--- config.mk ---
export PLATFORM = sky130hd
export DESIGN_NAME = fetch_queue
export DESIGN_NICKNAME = d
export VERILOG_FILES = /design/src/rtl/fetch_queue_pkg.sv /design/src/rtl/fetch_fifo.sv /design/src/rtl/fetch_queue.sv
export SDC_FILE = /design/constraint.sdc
export NUM_CORES = 1
export LEC_CHECK = 0
export CAP_MARGIN = 20
export CORE_ASPECT_RATIO = 0.75
export CORE_MARGIN = 3
export CORE_UTILIZATION = 56
export DETAILED_ROUTE_END_ITERATION = 16
export GPL_TIMING_DRIVEN = 0
export PLACE_DENSITY = 0.77
export SETUP_SLACK_MARGIN = 0.15
export SYNTH_ARGS = -nofsm -noshare
export SYNTH_HDL_FRONTEND = slang
export SYNTH_SLANG_ARGS = --single-unit
--- constraint.sdc ---
create_clock -name clk -period 7.8 [get_ports clk]
set_input_delay 1.56 -clock clk [delete_from_list [all_inputs] [get_ports clk]]
set_output_delay 1.56 -clock clk [all_outputs]
set_load 0.005 [all_outputs]
--- src/rtl/fetch_queue_pkg.sv ---
// -----------------------------------------------------------------------------
// fetch_queue_pkg
// Shared definitions for the instruction fetch queue:
//   fetch_state_e - fetch controller states (RUN, WAIT, DRAIN)
//   PC_INC        - fetch address increment per accepted request
//   NOP_INSTR     - instruction word presented while the queue is empty
//   fq_entry_t    - one queue entry {pc, instr}
// -----------------------------------------------------------------------------
package fetch_queue_pkg;

  typedef enum logic [1:0] {
    RUN   = 2'd0,
    WAIT  = 2'd1,
    DRAIN = 2'd2
  } fetch_state_e;

  localparam logic [31:0] PC_INC    = 32'd4;
  localparam logic [31:0] NOP_INSTR = 32'h0000_0000;

  typedef struct packed {
    logic [31:0] pc;
    logic [31:0] instr;
  } fq_entry_t;

endpackage

--- src/rtl/fetch_fifo.sv ---
// -----------------------------------------------------------------------------
// fetch_fifo
// In-order storage for fetched {pc, instr} entries.
// Parameters:
//   DEPTH  - number of entries (2, 4 or 8)
// Ports:
//   clk, reset      - clock, asynchronous active-low reset
//   push, push_data - write one entry at the tail
//   pop             - drop the head entry (ignored when empty)
//   flush           - discard every entry; wins over push and pop
//   head            - current head entry (undefined while empty)
//   full, empty     - occupancy flags
//   count           - current occupancy
// -----------------------------------------------------------------------------
module fetch_fifo
  import fetch_queue_pkg::*;
#(
  parameter int DEPTH = 4
) (
  input  logic                     clk,
  input  logic                     reset,
  input  logic                     push,
  input  fq_entry_t                push_data,
  input  logic                     pop,
  input  logic                     flush,
  output fq_entry_t                head,
  output logic                     full,
  output logic                     empty,
  output logic [$clog2(DEPTH):0]   count
);

  localparam int AW = $clog2(DEPTH);
  localparam int CW = AW + 1;

  fq_entry_t       mem [DEPTH];
  logic [AW-1:0]   wr_ptr;
  logic [AW-1:0]   rd_ptr;
  logic [CW-1:0]   cnt;
  logic            do_push;
  logic            do_pop;

  assign empty   = (cnt == '0);
  assign full    = (cnt == CW'(DEPTH));
  assign do_pop  = pop && !empty;
  assign do_push = push && (!full || do_pop);
  assign count   = cnt;
  assign head    = mem[rd_ptr];

  always_ff @(posedge clk or negedge reset) begin
    if (!reset) begin
      wr_ptr <= '0;
      rd_ptr <= '0;
      cnt    <= '0;
    end else if (flush) begin
      wr_ptr <= '0;
      rd_ptr <= '0;
      cnt    <= '0;
    end else begin
      if (do_push) wr_ptr <= wr_ptr + AW'(1);
      if (do_pop)  rd_ptr <= rd_ptr + AW'(1);
      cnt <= cnt + CW'(do_push) - CW'(do_pop);
    end
  end

  always_ff @(posedge clk) begin
    if (do_push && !flush) mem[wr_ptr] <= push_data;
  end

endmodule

--- src/rtl/fetch_queue.sv ---
// -----------------------------------------------------------------------------
// fetch_queue
// Instruction fetch front end: issues word-aligned fetch requests (at most one
// outstanding), registers each response for one cycle and queues it in order
// toward the decode/execute datapath. Redirects flush the queue and restart
// fetch at the new target; a response already in flight is discarded.
// Parameters:
//   DEPTH     - queue entries (2, 4 or 8)
//   RESET_PC  - first fetch address after reset
// Ports:
//   clk, reset                      - clock, asynchronous active-low reset
//   redirect_valid, redirect_pc     - taken branch/jump target
//   imem_req_valid/addr/ready       - fetch request handshake
//   imem_rsp_valid, imem_rsp_data   - one-cycle response pulse
//   out_valid/ready, out_instr/pc   - queue head toward the datapath
//   busy                            - request in flight or entries queued
//   stall_cnt                       - (FETCH_QUEUE_PERF_EN only) cycles the
//                                     datapath was ready but starved
// Optional feature macro: FETCH_QUEUE_PERF_EN
// -----------------------------------------------------------------------------
module fetch_queue
  import fetch_queue_pkg::*;
#(
  parameter int          DEPTH    = 4,
  parameter logic [31:0] RESET_PC = 32'h0000_0000
) (
  input  logic        clk,
  input  logic        reset,
  input  logic        redirect_valid,
  input  logic [31:0] redirect_pc,
  output logic        imem_req_valid,
  output logic [31:0] imem_req_addr,
  input  logic        imem_req_ready,
  input  logic        imem_rsp_valid,
  input  logic [31:0] imem_rsp_data,
  output logic        out_valid,
  input  logic        out_ready,
  output logic [31:0] out_instr,
  output logic [31:0] out_pc,
  output logic        busy
`ifdef FETCH_QUEUE_PERF_EN
  ,
  output logic [15:0] stall_cnt
`endif
);

  localparam int CW = $clog2(DEPTH) + 2;

  fetch_state_e          state;
  logic [31:0]           fetch_pc;
  logic [31:0]           req_pc_p0;
  logic                  vld_p1;
  fq_entry_t             rsp_p1;
  fq_entry_t             fifo_head;
  logic                  fifo_full;
  logic                  fifo_empty;
  logic [$clog2(DEPTH):0] fifo_count;
  logic                  fifo_push;
  logic [CW-1:0]         inflight;
  logic                  req_fire;
  logic                  rsp_take;

  // Entries already claimed: queued, parked in the response register, or
  // still being fetched. A new request is only issued if it has a free slot.
  assign inflight = CW'(fifo_count) + CW'(vld_p1) + CW'(state == WAIT);

  // Gating with reset keeps the request low during reset even though the
  // controller sits in RUN.
  assign imem_req_valid = reset && (state == RUN) && !redirect_valid &&
                          (inflight < CW'(DEPTH));
  assign imem_req_addr  = fetch_pc;
  assign req_fire       = imem_req_valid && imem_req_ready;

  // A response coinciding with a redirect belongs to the old path.
  assign rsp_take  = imem_rsp_valid && (state == WAIT) && !redirect_valid;
  assign fifo_push = vld_p1 && !redirect_valid && (!fifo_full || out_ready);

  always_ff @(posedge clk or negedge reset) begin
    if (!reset) begin
      state    <= RUN;
      fetch_pc <= RESET_PC;
      vld_p1   <= 1'b0;
    end else begin
      case (state)
        RUN:     if (req_fire) state <= WAIT;
        // A response arriving together with a redirect is simply dropped;
        // there is nothing left to drain.
        WAIT:    if (imem_rsp_valid) state <= RUN;
                 else if (redirect_valid) state <= DRAIN;
        // A further redirect only retargets fetch; the stale response still
        // ends the drain.
        DRAIN:   if (imem_rsp_valid) state <= RUN;
        default: state <= RUN;
      endcase
      if (redirect_valid) fetch_pc <= redirect_pc & ~32'd3;
      else if (req_fire)  fetch_pc <= fetch_pc + PC_INC;
      vld_p1 <= rsp_take;
    end
  end

  // ---- stage p0: address of the outstanding request ----
  // ---- stage p1: registered response, pushed into the queue next cycle ----
  always_ff @(posedge clk) begin
    if (req_fire) req_pc_p0 <= fetch_pc;
    if (rsp_take) begin
      rsp_p1.pc    <= req_pc_p0;
      rsp_p1.instr <= imem_rsp_data;
    end
  end

  fetch_fifo #(
    .DEPTH (DEPTH)
  ) u_fifo (
    .clk       (clk),
    .reset     (reset),
    .push      (fifo_push),
    .push_data (rsp_p1),
    .pop       (out_ready),
    .flush     (redirect_valid),
    .head      (fifo_head),
    .full      (fifo_full),
    .empty     (fifo_empty),
    .count     (fifo_count)
  );

  assign out_valid = !fifo_empty;
  assign out_pc    = fifo_empty ? 32'h0000_0000 : fifo_head.pc;
  assign out_instr = fifo_empty ? NOP_INSTR : fifo_head.instr;
  assign busy      = (state != RUN) || vld_p1 || !fifo_empty;

`ifdef FETCH_QUEUE_PERF_EN
  always_ff @(posedge clk or negedge reset) begin
    if (!reset) begin
      stall_cnt <= 16'h0000;
    end else if (redirect_valid) begin
      stall_cnt <= 16'h0000;
    end else if (out_ready && !out_valid && (stall_cnt != 16'hFFFF)) begin
      stall_cnt <= stall_cnt + 16'd1;
    end
  end
`endif

endmodule

# Word-level counts from Yosys, hierarchy flattened
# Memories as Yosys holds them, arrays and structs flattened.
# Index checks and enable logic that the tools add are counted.
# Widths: inputs -> output; s select.
op_classes:
  add_sub_neg: 7
  order_cmp: 1
  n_eq_ne: 6
  n_mux: 16
  reduce_logical: 25
op_table:
  columns: ["op", "count"]
  rows:
  - ["$mux 32", 4]
  - ["$add 32x3->32 const B", 1]
  - ["$mux 2", 8]
  - ["$logic_and 1x1->1", 11]
  - ["$reduce_bool 2->1", 4]
  - ["$pmux 2 s3", 1]
  - ["$add 2x1->2 const B", 2]
  - ["$add 3x1->4", 1]
  - ["$add 4x1->4", 1]
  - ["$logic_or 1x1->1", 4]
  - ["$lt 4x3->1 const B", 1]
  - ["$ne 2x2->1 const B", 2]
  - ["$add 3x1->3", 1]
  - ["$eq 3x3->1 const B", 1]
  - ["$logic_not 1->1", 3]
  - ["$logic_not 3->1", 1]
  - ["$mux 3", 1]
  - ["$ne 3x3->1 const B", 1]
  - ["$reduce_and 3->1", 1]
  - ["$sub 3x1->3", 1]
  - ["$eq 2x1->1 const B", 1]
  - ["$eq 2x2->1 const B", 1]
  - ["$logic_not 2->1", 1]
  - ["$mux 1", 2]
totals:
  register_bits: 138
  ram_bits: 256
  input_bits: 70
  output_inout_bits: 99
  word_cells: 65
  memories: 1
memory_table:
  columns: ["name", "words", "word_bits", "read_ports", "rd_ports_with_merged_regs", "write_ports", "line_no", "rtl"]
  rows:
  - ["u_fifo.mem", 4, 64, 1, 0, 1, "fetch_fifo.sv:35", "fq_entry_t mem [DEPTH];"]

# Longest topological paths before layout
# Gate-level depths: netlist (run 1).
depth:
  depth_word: 8
  mapped_depth: 9
  ltp_nobuf: 9

# Modules after synthesis
# From an unflattened synthesis (run 1), not the netlist that was laid out.
hier_totals:
  hier_cells: 773
  hier_area_um2: 14874.3
modules_own_cells:
  columns: ["mod", "n_inst", "cells_each", "area_per_inst_um2", "seq_area_each_um2"]
  rows:
  - ["fetch_fifo", 1, 379, 9718.1, 7862.5]
  - ["fetch_queue", 1, 394, 5156.2, 3588.4]

# Least setup slack after synthesis (run 1)
# OpenSTA, ideal clock, no wires.
synth_timing:
  path_kind: "input to register"
  from: "input port redirect_valid"
  to: "register vld_p1"
  setup_ps: 593
  t_arrival_ps: 6577
  required_time_ps: 7207
  path_slack_ps: 629
  path_stages: 3
  path_buffers: 2
  path_cell_list: "clkbuf_1 clkbuf_1 nor3b_1"
synth_via:
  elab_chain_len: 2
synth_lines:
  columns: ["item", "line_no", "rtl"]
  rows:
  - ["start, declared", "fetch_queue.sv:29", "input logic redirect_valid,"]
  - ["$logic_not 1->1", "fetch_queue.sv:75", "assign rsp_take = imem_rsp_valid && (state == WAIT) && !redirect_valid;"]
  - ["$logic_and 1x1->1", "fetch_queue.sv:75", null]
  - ["named net rsp_take", "fetch_queue.sv:61", "logic rsp_take;"]
  - ["end signal, assigned", "fetch_queue.sv:97", "vld_p1 <= rsp_take;"]
  - ["end, declared", "fetch_queue.sv:52", "logic vld_p1;"]
# The timed path passes the listed nets, and every way through them passes these cells.
# A chain may end at the register's enable or synchronous reset.

# Worst setup path in the final report (run 1)
layout_timing:
  from: "input port reset"
  to: "output port imem_req_valid"
layout_via:
  elab_chain_len: 3
layout_lines:
  columns: ["item", "line_no", "rtl"]
  rows:
  - ["start, declared", "fetch_queue.sv:28", "input logic reset,"]
  - ["$logic_and 1x1->1 (3 in a row)", "fetch_queue.sv:69", "assign imem_req_valid = reset && (state == RUN) && !redirect_valid &&"]
  - ["end, declared", "fetch_queue.sv:31", "output logic imem_req_valid,"]
# Every way passes these cells.

==> results of run 1 <==
[state kept, by name, summed over array words and instances (netlist names), 2 cells and up]
| name | count |
|---|---|
| u_fifo.mem | 248 |
| rsp_p1 | 62 |
| imem_req_addr | 30 |
| u_fifo.wr_ptr | 2 |
| u_fifo.rd_ptr | 2 |
| state | 2 |
| u_fifo.count | 3 |
| req_pc_p0 | 30 |
[worst max-delay path by stage]
stage	startpoint	end	slack [ns]	cells after the start
after floorplan	redirect_valid	vld_p1	0.63	3
after global placement	redirect_valid	vld_p1	-3.89	4
after detailed placement	reset	imem_req_valid	2.58	6
after CTS	reset	imem_req_valid	2.57	6
after global routing	reset	imem_req_valid	2.46	6
final	reset	imem_req_valid	2.58	6
[cells by family (layout without fill, tap and decap cells)]
| family | count (synthesis) | count (layout) | share of synthesized area |
|---|---|---|---|
| xor gates and xnor gates | 21 | 21 | 0.0127 |
| and+or+nand+nor | 189 | 189 | 0.0739 |
| other | 1 | 4 | 0.000258 |
| muxes | 68 | 68 | 0.101 |
| adders and majority gates | 9 | 9 | 0.00827 |
| AOI/OAI and AO/OA | 42 | 42 | 0.0194 |
| DFF | 380 | 380 | 0.772 |
| buffers and inverters | 46 | 279 | 0.0132 |
[routing by layer]
metal | up-vias | global-route usage | routed length, µm
met3 | 32 | 0.0520 | 2550
met5 | - | 0 | 9
li1 | 3404 | - | -
met2 | 322 | 0.314 | 13200
met1 | 3864 | 0.331 | 12800
met4 | 2 | 0.0513 | 430
[synthesized netlist by cell type, types with 9 or more instances]
master    instances  area, µm²
edfxtp_1        340      10200
and2_1           67        419
mux4_2           62       1400
dfrtp_1          40       1000
nand2_1          38        143
clkbuf_1         24       90.1
nand3_1          15       75.1
o21ai_0          14       70.1
xnor2_1          13        114
and3_1           12       75.1
nor3_1           10       50.1
inv_1             9       33.8
nor2_1            9       33.8
[cell type report]
type | instances | area, µm²
sequential | 380 | 11200
fill | 1585 | 7320
multi-input combinational | 333 | 3150
timing repair buffer | 174 | 1820
clock buffer | 49 | 1000
tap | 338 | 423
buffer | 36 | 154
clock inverter | 10 | 92.6
inverter | 10 | 37.5
[per-stage QoR]
step	std cells	hold slack (ns)
3_5_place_dp	1271	0.405
5_1_grt	1330	0.423
6_report	1330	0.419
4_1_cts	1330	0.419
3_3_place_gp	1259	0.401
2_1_floorplan	759	0.400
[power by group]
part / switching [mW] / leakage [nW] / internal (mW)
Clock: 0.670 / 0.534 / 0.957
Combinational: 0.494 / 1.78 / 0.667
Sequential: 0.0603 / 3.56 / 2.26
Total: 1.22 / 5.87 / 3.89
[placed cells by master, fill, tap and decap left out, types with 7 or more instances in the layout]
master	Yosys	routed
o21ai_0	14	14
edfxtp_1	340	340
nor2_1	9	9
nand3_1	15	15
mux4_2	62	62
and3_1	12	12
nor3_1	10	10
clkbuf_1	24	33
inv_1	9	9
clkdlybuf4s50_1	0	161
clkbuf_16	0	37
nand4_1	8	8
xnor2_1	13	13
ha_1	8	8
xor2_1	8	8
and2_1	67	63
buf_1	7	7
nand2_1	38	38
dfrtp_1	40	40
==> flow_metrics.py, run 1 <==
metrics = {
    "outcome": {
        "status": "finished, final reports clean",
    },
    "setup_path": {
        "crit_chain": "buf_2 > buf_12 > or4b_4 > nand2b_1 > nor2_1 > clkdlybuf4s50_1",
        "reg2reg_depth": 8,
        "cp-start-kind": "primary input",
        "cp_slowest_cell": "clkdlybuf4s50_1",
        "critPathTopFamily": "buffers and inverters",
        "r2r-end": "imem_req_addr[28]",
        "crit_required_ns": 6.24,
        "arrival_ns": 3.66,
        "crit_fanout": 27,
        "path_class": "primary input to output pin",
        "rr_startpoint": "state[1]",
        "critPathMaxStageDelay_ns": 0.53,
        "path_buf_inv": 3,
        "crit_path_end_kind": "output pin",
        "reg2reg_slack_ns": 5.05,
    },
    "synth": {
        "syn-instance-count": 756,
        "syn_area_mm2": 0.0145,
        "synth-seq-cells": 380,
        "synth_flop_cell": "edfxtp_1",
        "ys_seq_area_frac": 0.772,
        "synth_cell_type_count": 49,
        "synth_edf_count": 340,
        "yosys_warnings": 0,
        "syn_avg_cell_area_um2": 19.2,
        "ys_async_sr_fraction": 0.105,
    },
    "timing": {
        "setup_tns_ns": 0,
        "skew_ns": 0.0144,
        "finalHoldViolCount": 0,
        "setup_ws_ns": 2.58,
        "timing.fmax_mhz": 191,
        "fin_crit_sh": 0.670,
        "finalWorstPathRequiredPeriod_ns": 5.22,
        "finalMaxSlewViolations": 0,
        "relSlewSlack": 0.328,
        "rsz0062_at_grt": "false",
        "final-setup-viol-count": 0,
        "worst_slew_pin_slew_ns": 1.01,
    },
    "global_routing": {
        "grt-ovfl-total": 0,
        "grt_max_degree": 56,
        "grt_pass1_wl_um": 45700,
        "grt_antenna_before_repair": 1,
        "grt_pass1_vias": 7809,
        "track_usage": 0.214,
    },
    "clock_network": {
        "clk_pin_slew_ns": 0.06,
        "cts_resized": 0,
        "htreeDepth": 2,
        "clock-sinks": 380,
        "clk_root_buffer_cell": "clkbuf_16",
        "clk_latency_ns": 0.51,
        "cts_tree": "yes",
        "cts-buffers-inserted": 35,
        "post_cts_buffers": 0,
        "cts_hold_buf": 0,
        "clock_path_buffers": 3,
    },
    "floorplanning": {
        "die_w_um": 192,
        "die_y_um": 145,
        "core_mm2": 0.0252,
        "num_rows": 50,
        "initial_core_util": 0.576,
        "dieArea_mm2": 0.0279,
        "ios": 169,
    },
    "cells_and_area": {
        "final_util": 0.710,
        "diodes": 0,
        "final_nets": 1049,
        "drive_gt1_frac": 0.141,
        "fin_area_mm2": 0.0179,
        "area_growth_pct": 23.2,
    },
    "power_and_ir_drop": {
        "p_leak_nw": 5.87,
        "ir_drop_mv": 0.156,
        "powerDensity_mw_per_mm2": 286,
        "p_total_mw": 5.11,
    },
    "hold_path": {
        "hp-start": "req_pc_p0[24]",
        "hold_class": "flop to flop",
        "min_to": "rsp_p1[56]",
        "worstHoldPathCells": 0,
    },
    "route": {
        "final_antenna_net_count": 0,
        "wl_per_cell_um": 21.8,
        "via_count": 7624,
        "drt_iter0_markers": 622,
        "drc": 0,
        "first_pass_iters": 5,
        "drt_wl_total_um": 29000,
        "post_drt_via_cell_ratio": 5.73,
    },
    "place": {
        "pre_cts_ws_ns": 2.58,
        "dpl_cell_area_mm2": 0.0168,
        "gp_congestion": 0.874,
        "portBuffers": 162,
        "post-dp-hpwl_um": 18800,
    },
    "flow_run": {
        "maxCapViolCount": 0,
    },
}
No activity file was read; power rests on OpenSTA's default activity.
==> run 2, diff against run 1 <==
CORE_UTILIZATION = 50   (was 56)
PLACE_DENSITY = 0.72   (was 0.77)
clock period = 4.2 ns   (was 7.8 ns; I/O delays follow)
==> run 2 against run 1 <==
Effect of this change:
- via count decreased by 1.1%
- total power increased by 87%
- utilization decreased by 7.3 points
- combinational power increased by 88%
- die area increased by 12%
- non-clock buffer count decreased by 2
- global-route usage decreased by 1.5 points
- routed wire length increased by 5.6%
- critical path depth decreased by 1
- first-iteration DRC count decreased by 25%
- count of clock-buffer cells in the layout decreased by 1
==> flow_metrics.py, run 2 (synthesis results as in run 1) <==
metrics = {
    "global_routing": {
        "grt_pass1_wl_um": 46900,
        "track_usage": 0.199,
        "grt_antenna_before_repair": 0,
        "grt-ovfl-total": 0,
        "grt_pass1_vias": 7740,
        "grt_max_degree": 47,
    },
    "timing": {
        "relSlewSlack": 0.346,
        "finalWorstPathRequiredPeriod_ns": 3.85,
        "setup_ws_ns": 0.347,
        "rsz0062_at_grt": "true",
        "finalMaxSlewViolations": 0,
        "finalHoldViolCount": 0,
        "worst_slew_pin_slew_ns": 0.972,
        "skew_ns": 0.0250,
        "fin_crit_sh": 0.917,
        "timing.fmax_mhz": 260,
        "holdWs_ns": 0.244,
        "final-setup-viol-count": 0,
    },
    "power_and_ir_drop": {
        "ir_drop_mv": 0.312,
        "powerDensity_mw_per_mm2": 530,
        "p_leak_nw": 5.92,
    },
    "clock_network": {
        "cts-buffers-inserted": 37,
        "clk_root_buffer_cell": "clkbuf_16",
        "clock-sinks": 380,
        "clk_latency_ns": 0.53,
        "clock_path_buffers": 3,
        "htreeDepth": 2,
        "cts_tree": "yes",
        "cts_hold_buf": 0,
        "clk_pin_slew_ns": 0.06,
    },
    "cells_and_area": {
        "diodes": 0,
        "drive_gt1_frac": 0.154,
        "fin_area_mm2": 0.0180,
        "biggestRegsByFlops": "u_fifo.mem x248, rsp_p1 x62",
        "final_cell_mix": "edfxtp_1 (340), clkdlybuf4s50_1 (161), and2_1 (63)",
        "area_growth_pct": 24.1,
        "regMostFlops": "u_fifo.mem",
        "largest_register_ffs": 248,
        "final_nets": 1049,
        "final_common_cell": "edfxtp_1",
    },
    "setup_path": {
        "reg2reg_slack_ns": 1.24,
        "cp-start-kind": "flop",
        "reg2reg_depth": 8,
        "path_class": "flop to output pin",
        "crit_path_end_kind": "output pin",
        "crit_fanout": 10,
        "arrival_ns": 3.01,
        "r2r-end": "imem_req_addr[28]",
        "crit_required_ns": 3.36,
        "rr_startpoint": "state[1]",
    },
    "floorplanning": {
        "num_rows": 53,
        "die_y_um": 154,
        "ios": 169,
        "core_mm2": 0.0283,
        "initial_core_util": 0.513,
        "die_w_um": 203,
        "dieArea_mm2": 0.0312,
    },
    "outcome": {
        "status": "finished, final reports clean",
    },
    "route": {
        "drt_wl_total_um": 30700,
        "first_pass_iters": 5,
        "via_count": 7543,
        "drt_iter0_markers": 466,
        "post_drt_via_cell_ratio": 5.47,
        "wl_per_cell_um": 22.2,
        "final_antenna_net_count": 0,
        "drc": 0,
    },
    "place": {
        "pre_cts_ws_ns": 0.0968,
        "gp_congestion": 0.830,
        "portBuffers": 162,
        "dpl_cell_area_mm2": 0.0169,
        "post-dp-hpwl_um": 19800,
    },
    "hold_path": {
        "hold_class": "primary input to asynchronous set/reset pin",
    },
    "flow_run": {
        "maxCapViolCount": 0,
    },
}
## run 2: changes by cell type in the layout (fill, tap and decap cells not counted), sizes merged
cell,change
buf,-7
clkdlybuf4s15,+4
inv,+1
clkinv,+5
## run 2: through the flow
step	power, mW	util	setup TNS, ns	std cells
after floorplan	5.40	-	0	759
after global placement	6.56	0.588	-389.53	1306
after detailed placement	6.59	0.596	0	1316
after CTS	9.68	0.637	0	1380
after global routing	9.99	0.636	0	1380
final	9.56	0.636	0	1380
## run 2: cell type report
cell class | instances | area, µm²
plain buffers | 36 | 191
clock buffers | 48 | 967
clock inverters | 16 | 131
fillers | 2014 | 10300
inverters | 10 | 37.5
multi-input cells | 333 | 3160
flip-flops and latches | 380 | 11200
well taps | 385 | 482
repair buffers | 172 | 1840
## run 2: worst max-delay path by stage
stage | from | end | slack (ns) | cells past startpoint
after global routing | u_fifo.rd_ptr[0] | out_pc[14] | 0.15 | 5
after floorplan | redirect_valid | u_fifo.mem[0][0] | 0.79 | 5
after global placement | redirect_valid | u_fifo.mem[1][4] | -1.19 | 6
after detailed placement | u_fifo.rd_ptr[0] | out_pc[30] | 0.1 | 5
after CTS | u_fifo.rd_ptr[1] | out_pc[30] | 0.18 | 5
final | u_fifo.rd_ptr[0] | out_pc[14] | 0.35 | 5
## run 2: report_power, final
group | internal, mW | switching [mW]
Combinational | 1.26 | 0.920
Clock | 1.75 | 1.32
Sequential | 4.20 | 0.110
## run 2: what timing repair did
| item | in CTS | in global routing |
|---|---|---|
| endpoints found under the setup margin | 58 | 15 |
| resized for setup | 13 | 7 |
| buffers inserted | 0 | 0 |
## run 2: critical path: stages (launching register included)
cell and delay [ns]:
dfrtp_1 0.32, clkbuf_2 0.38, clkdlybuf4s15_2 0.56, mux4_2 0.56, and2_1 0.17, clkdlybuf4s50_1 0.49
## run 2: layer usage
metal	part of all wire	GRT usage
met1	0.44	0.289
met2	0.47	0.313
met3	0.062	0.0413
met4	0.022	0.0547
met5	0	0
==> run 3, diff against run 2 <==
ABC_CLOCK_PERIOD_IN_PS = 4200   (was not set)
CORE_UTILIZATION = 40   (was 50)
PLACE_DENSITY = 0.6   (was 0.72)
==> run 3 against run 2 <==
Effect of this change:
- final area is 1.2% higher
- clock skew is 0.0067 ns lower
- global-route usage is 3.6 points lower
- non-clock buffer count stayed put
- routed wire length is 0.63% higher
- fmax is 0.99% higher
- die area is 24% higher
- first-iteration DRC count is 33% higher
- critical endpoint is now imem_req_valid
- largest cell class unchanged
- highest routed layer is now met5
==> flow_metrics.py, run 3 (synthesis results as in run 1) <==
metrics = {
    "power_and_ir_drop": {
        "combPwrFrac": 0.225,
        "ir_drop_mv": 0.281,
        "powerDensity_mw_per_mm2": 536,
        "switchingPower_mw": 2.44,
        "clock_power_share": 0.334,
        "p_int_mw": 7.34,
        "p_leak_nw": 5.95,
        "pwr-share-seq": 0.441,
        "p_total_mw": 9.78,
        "netSwitchingFraction": 0.249,
    },
    "cells_and_area": {
        "fin_area_mm2": 0.0182,
        "diodes": 0,
        "fin_cells": 1454,
        "final_common_cell": "edfxtp_1",
        "final.fill_count": 2819,
        "final_util": 0.518,
        "area_growth_pct": 25.5,
        "final_cell_mix": "edfxtp_1 (340), clkdlybuf4s50_1 (161), and2_1 (63)",
        "regMostFlops": "u_fifo.mem",
        "biggestRegsByFlops": "u_fifo.mem x248, rsp_p1 x62",
        "final_nets": 1050,
        "largest_register_ffs": 248,
        "drive_gt1_frac": 0.158,
    },
    "clock_network": {
        "clock-sinks": 380,
        "clk_root_buffer_cell": "clkbuf_16",
        "clock_path_buffers": 3,
        "cts_hold_buf": 0,
        "htreeDepth": 2,
        "post_cts_buffers": 0,
        "clk_pin_slew_ns": 0.06,
        "clk_latency_ns": 0.53,
        "cts-buffers-inserted": 38,
        "cts_resized": 15,
        "cts_tree": "yes",
    },
    "setup_path": {
        "reg2reg_depth": 8,
        "critPathMaxStageDelay_ns": 0.55,
        "r2r-end": "imem_req_addr[28]",
        "rr_startpoint": "state[1]",
        "cp-start-kind": "primary input",
        "reg2reg_slack_ns": 1.32,
        "crit_chain": "buf_2 > buf_12 > or4b_4 > nand2b_1 > nor2_1 > clkdlybuf4s50_1",
        "path_buf_inv": 3,
        "crit_required_ns": 3.36,
        "path_class": "primary input to output pin",
        "crit_path_end_kind": "output pin",
        "crit_fanout": 29,
        "critPathTopFamily": "buffers and inverters",
        "cp_slowest_cell": "clkdlybuf4s50_1",
        "arrival_ns": 2.98,
    },
    "hold_path": {
        "hold_class": "primary input to asynchronous set/reset pin",
    },
    "route": {
        "drt_wl_total_um": 30800,
        "post_drt_via_cell_ratio": 5.14,
        "drc": 0,
        "via_count": 7472,
        "first_pass_iters": 5,
        "wl_per_cell_um": 21.2,
        "drt_iter0_markers": 618,
        "final_antenna_net_count": 0,
    },
    "timing": {
        "finalWorstPathRequiredPeriod_ns": 3.82,
        "worst_slew_pin_slew_ns": 0.873,
        "fin_crit_sh": 0.908,
        "setup_ws_ns": 0.385,
        "relSlewSlack": 0.413,
        "timing.fmax_mhz": 262,
        "finalHoldViolCount": 0,
        "final-setup-viol-count": 0,
        "rsz0062_at_grt": "false",
        "skew_ns": 0.0183,
        "finalMaxSlewViolations": 0,
    },
    "global_routing": {
        "grt-ovfl-total": 0,
        "grt_pass1_wl_um": 47500,
        "grt_max_degree": 53,
        "grt_antenna_before_repair": 1,
        "grt_pass1_vias": 7858,
        "track_usage": 0.163,
    },
    "floorplanning": {
        "dieArea_mm2": 0.0387,
        "die_w_um": 226,
        "die_y_um": 171,
        "ios": 169,
        "num_rows": 59,
        "core_mm2": 0.0352,
        "initial_core_util": 0.413,
    },
    "place": {
        "gp_congestion": 0.820,
        "dpl_cell_area_mm2": 0.0170,
        "portBuffers": 162,
        "dp_cells": 1388,
        "post-dp-hpwl_um": 19800,
        "pre_cts_ws_ns": 0.258,
    },
    "flow_run": {
        "maxCapViolCount": 0,
    },
    "outcome": {
        "status": "finished, final reports clean",
    },
}
==> run 3: cell count changes in the layout (fill, tap and decap cells not counted), sizes merged <==
cell           delta
clkinvlp          +6
clkinv            -4
clkdlybuf4s15     +2
buf               -1
bufinv            -1
==> run 3: how the worst max path moves through the flow <==
| stage | start | to | slack, ns | depth (start not counted) |
|---|---|---|---|---|
| CTS | u_fifo.rd_ptr[1] | out_instr[28] | 0.24 | 5 |
| detailed placement | u_fifo.rd_ptr[0] | out_pc[14] | 0.26 | 5 |
| floorplan | redirect_valid | u_fifo.mem[0][0] | 0.79 | 5 |
| finish | reset | imem_req_valid | 0.38 | 6 |
| global placement | redirect_valid | rsp_p1[18] | -1.30 | 4 |
| global route | u_fifo.rd_ptr[0] | out_pc[14] | 0.19 | 5 |
==> run 3: cell type report <==
cell class                      count  area [µm²]  share of cell area
Clock buffer                       49        1080              0.0590
Timing Repair Buffer              172        1860               0.102
Clock inverter                     17         125             0.00686
Multi-Input combinational cell    333        3160               0.173
Sequential cell                   380       11200               0.615
Buffer                             36         204              0.0112
Tap cell                          457         572              0.0314
Inverter                           10        37.5             0.00206
==> run 3: routing by layer <==
metal,global-route usage,vias to the layer above,share of wire
met5,0,-,0.00042
met4,0.0381,2,0.016
met3,0.0364,40,0.062
met2,0.252,224,0.46
met1,0.239,3806,0.46
li1,-,3400,-
==> run 3: power by group through the flow <==
stage / Sequential (mW) / Clock (mW) / Combinational, mW
2_1_floorplan: 4.35 / 0 / 1.05
3_3_place_gp: 4.39 / 0 / 2.22
3_5_place_dp: 4.39 / 0 / 2.24
4_1_cts: 4.31 / 3.36 / 2.27
5_1_grt: 4.33 / 3.51 / 2.41
6_report: 4.31 / 3.27 / 2.20
==> run 3: metrics by stage <==
step	TNS (ns)	hold slack, ns
floorplan	0	0.400
global placement	-394.71	0.401
detailed placement	0	0.405
CTS	0	0.195
global route	0	0.211
finish	0	0.212
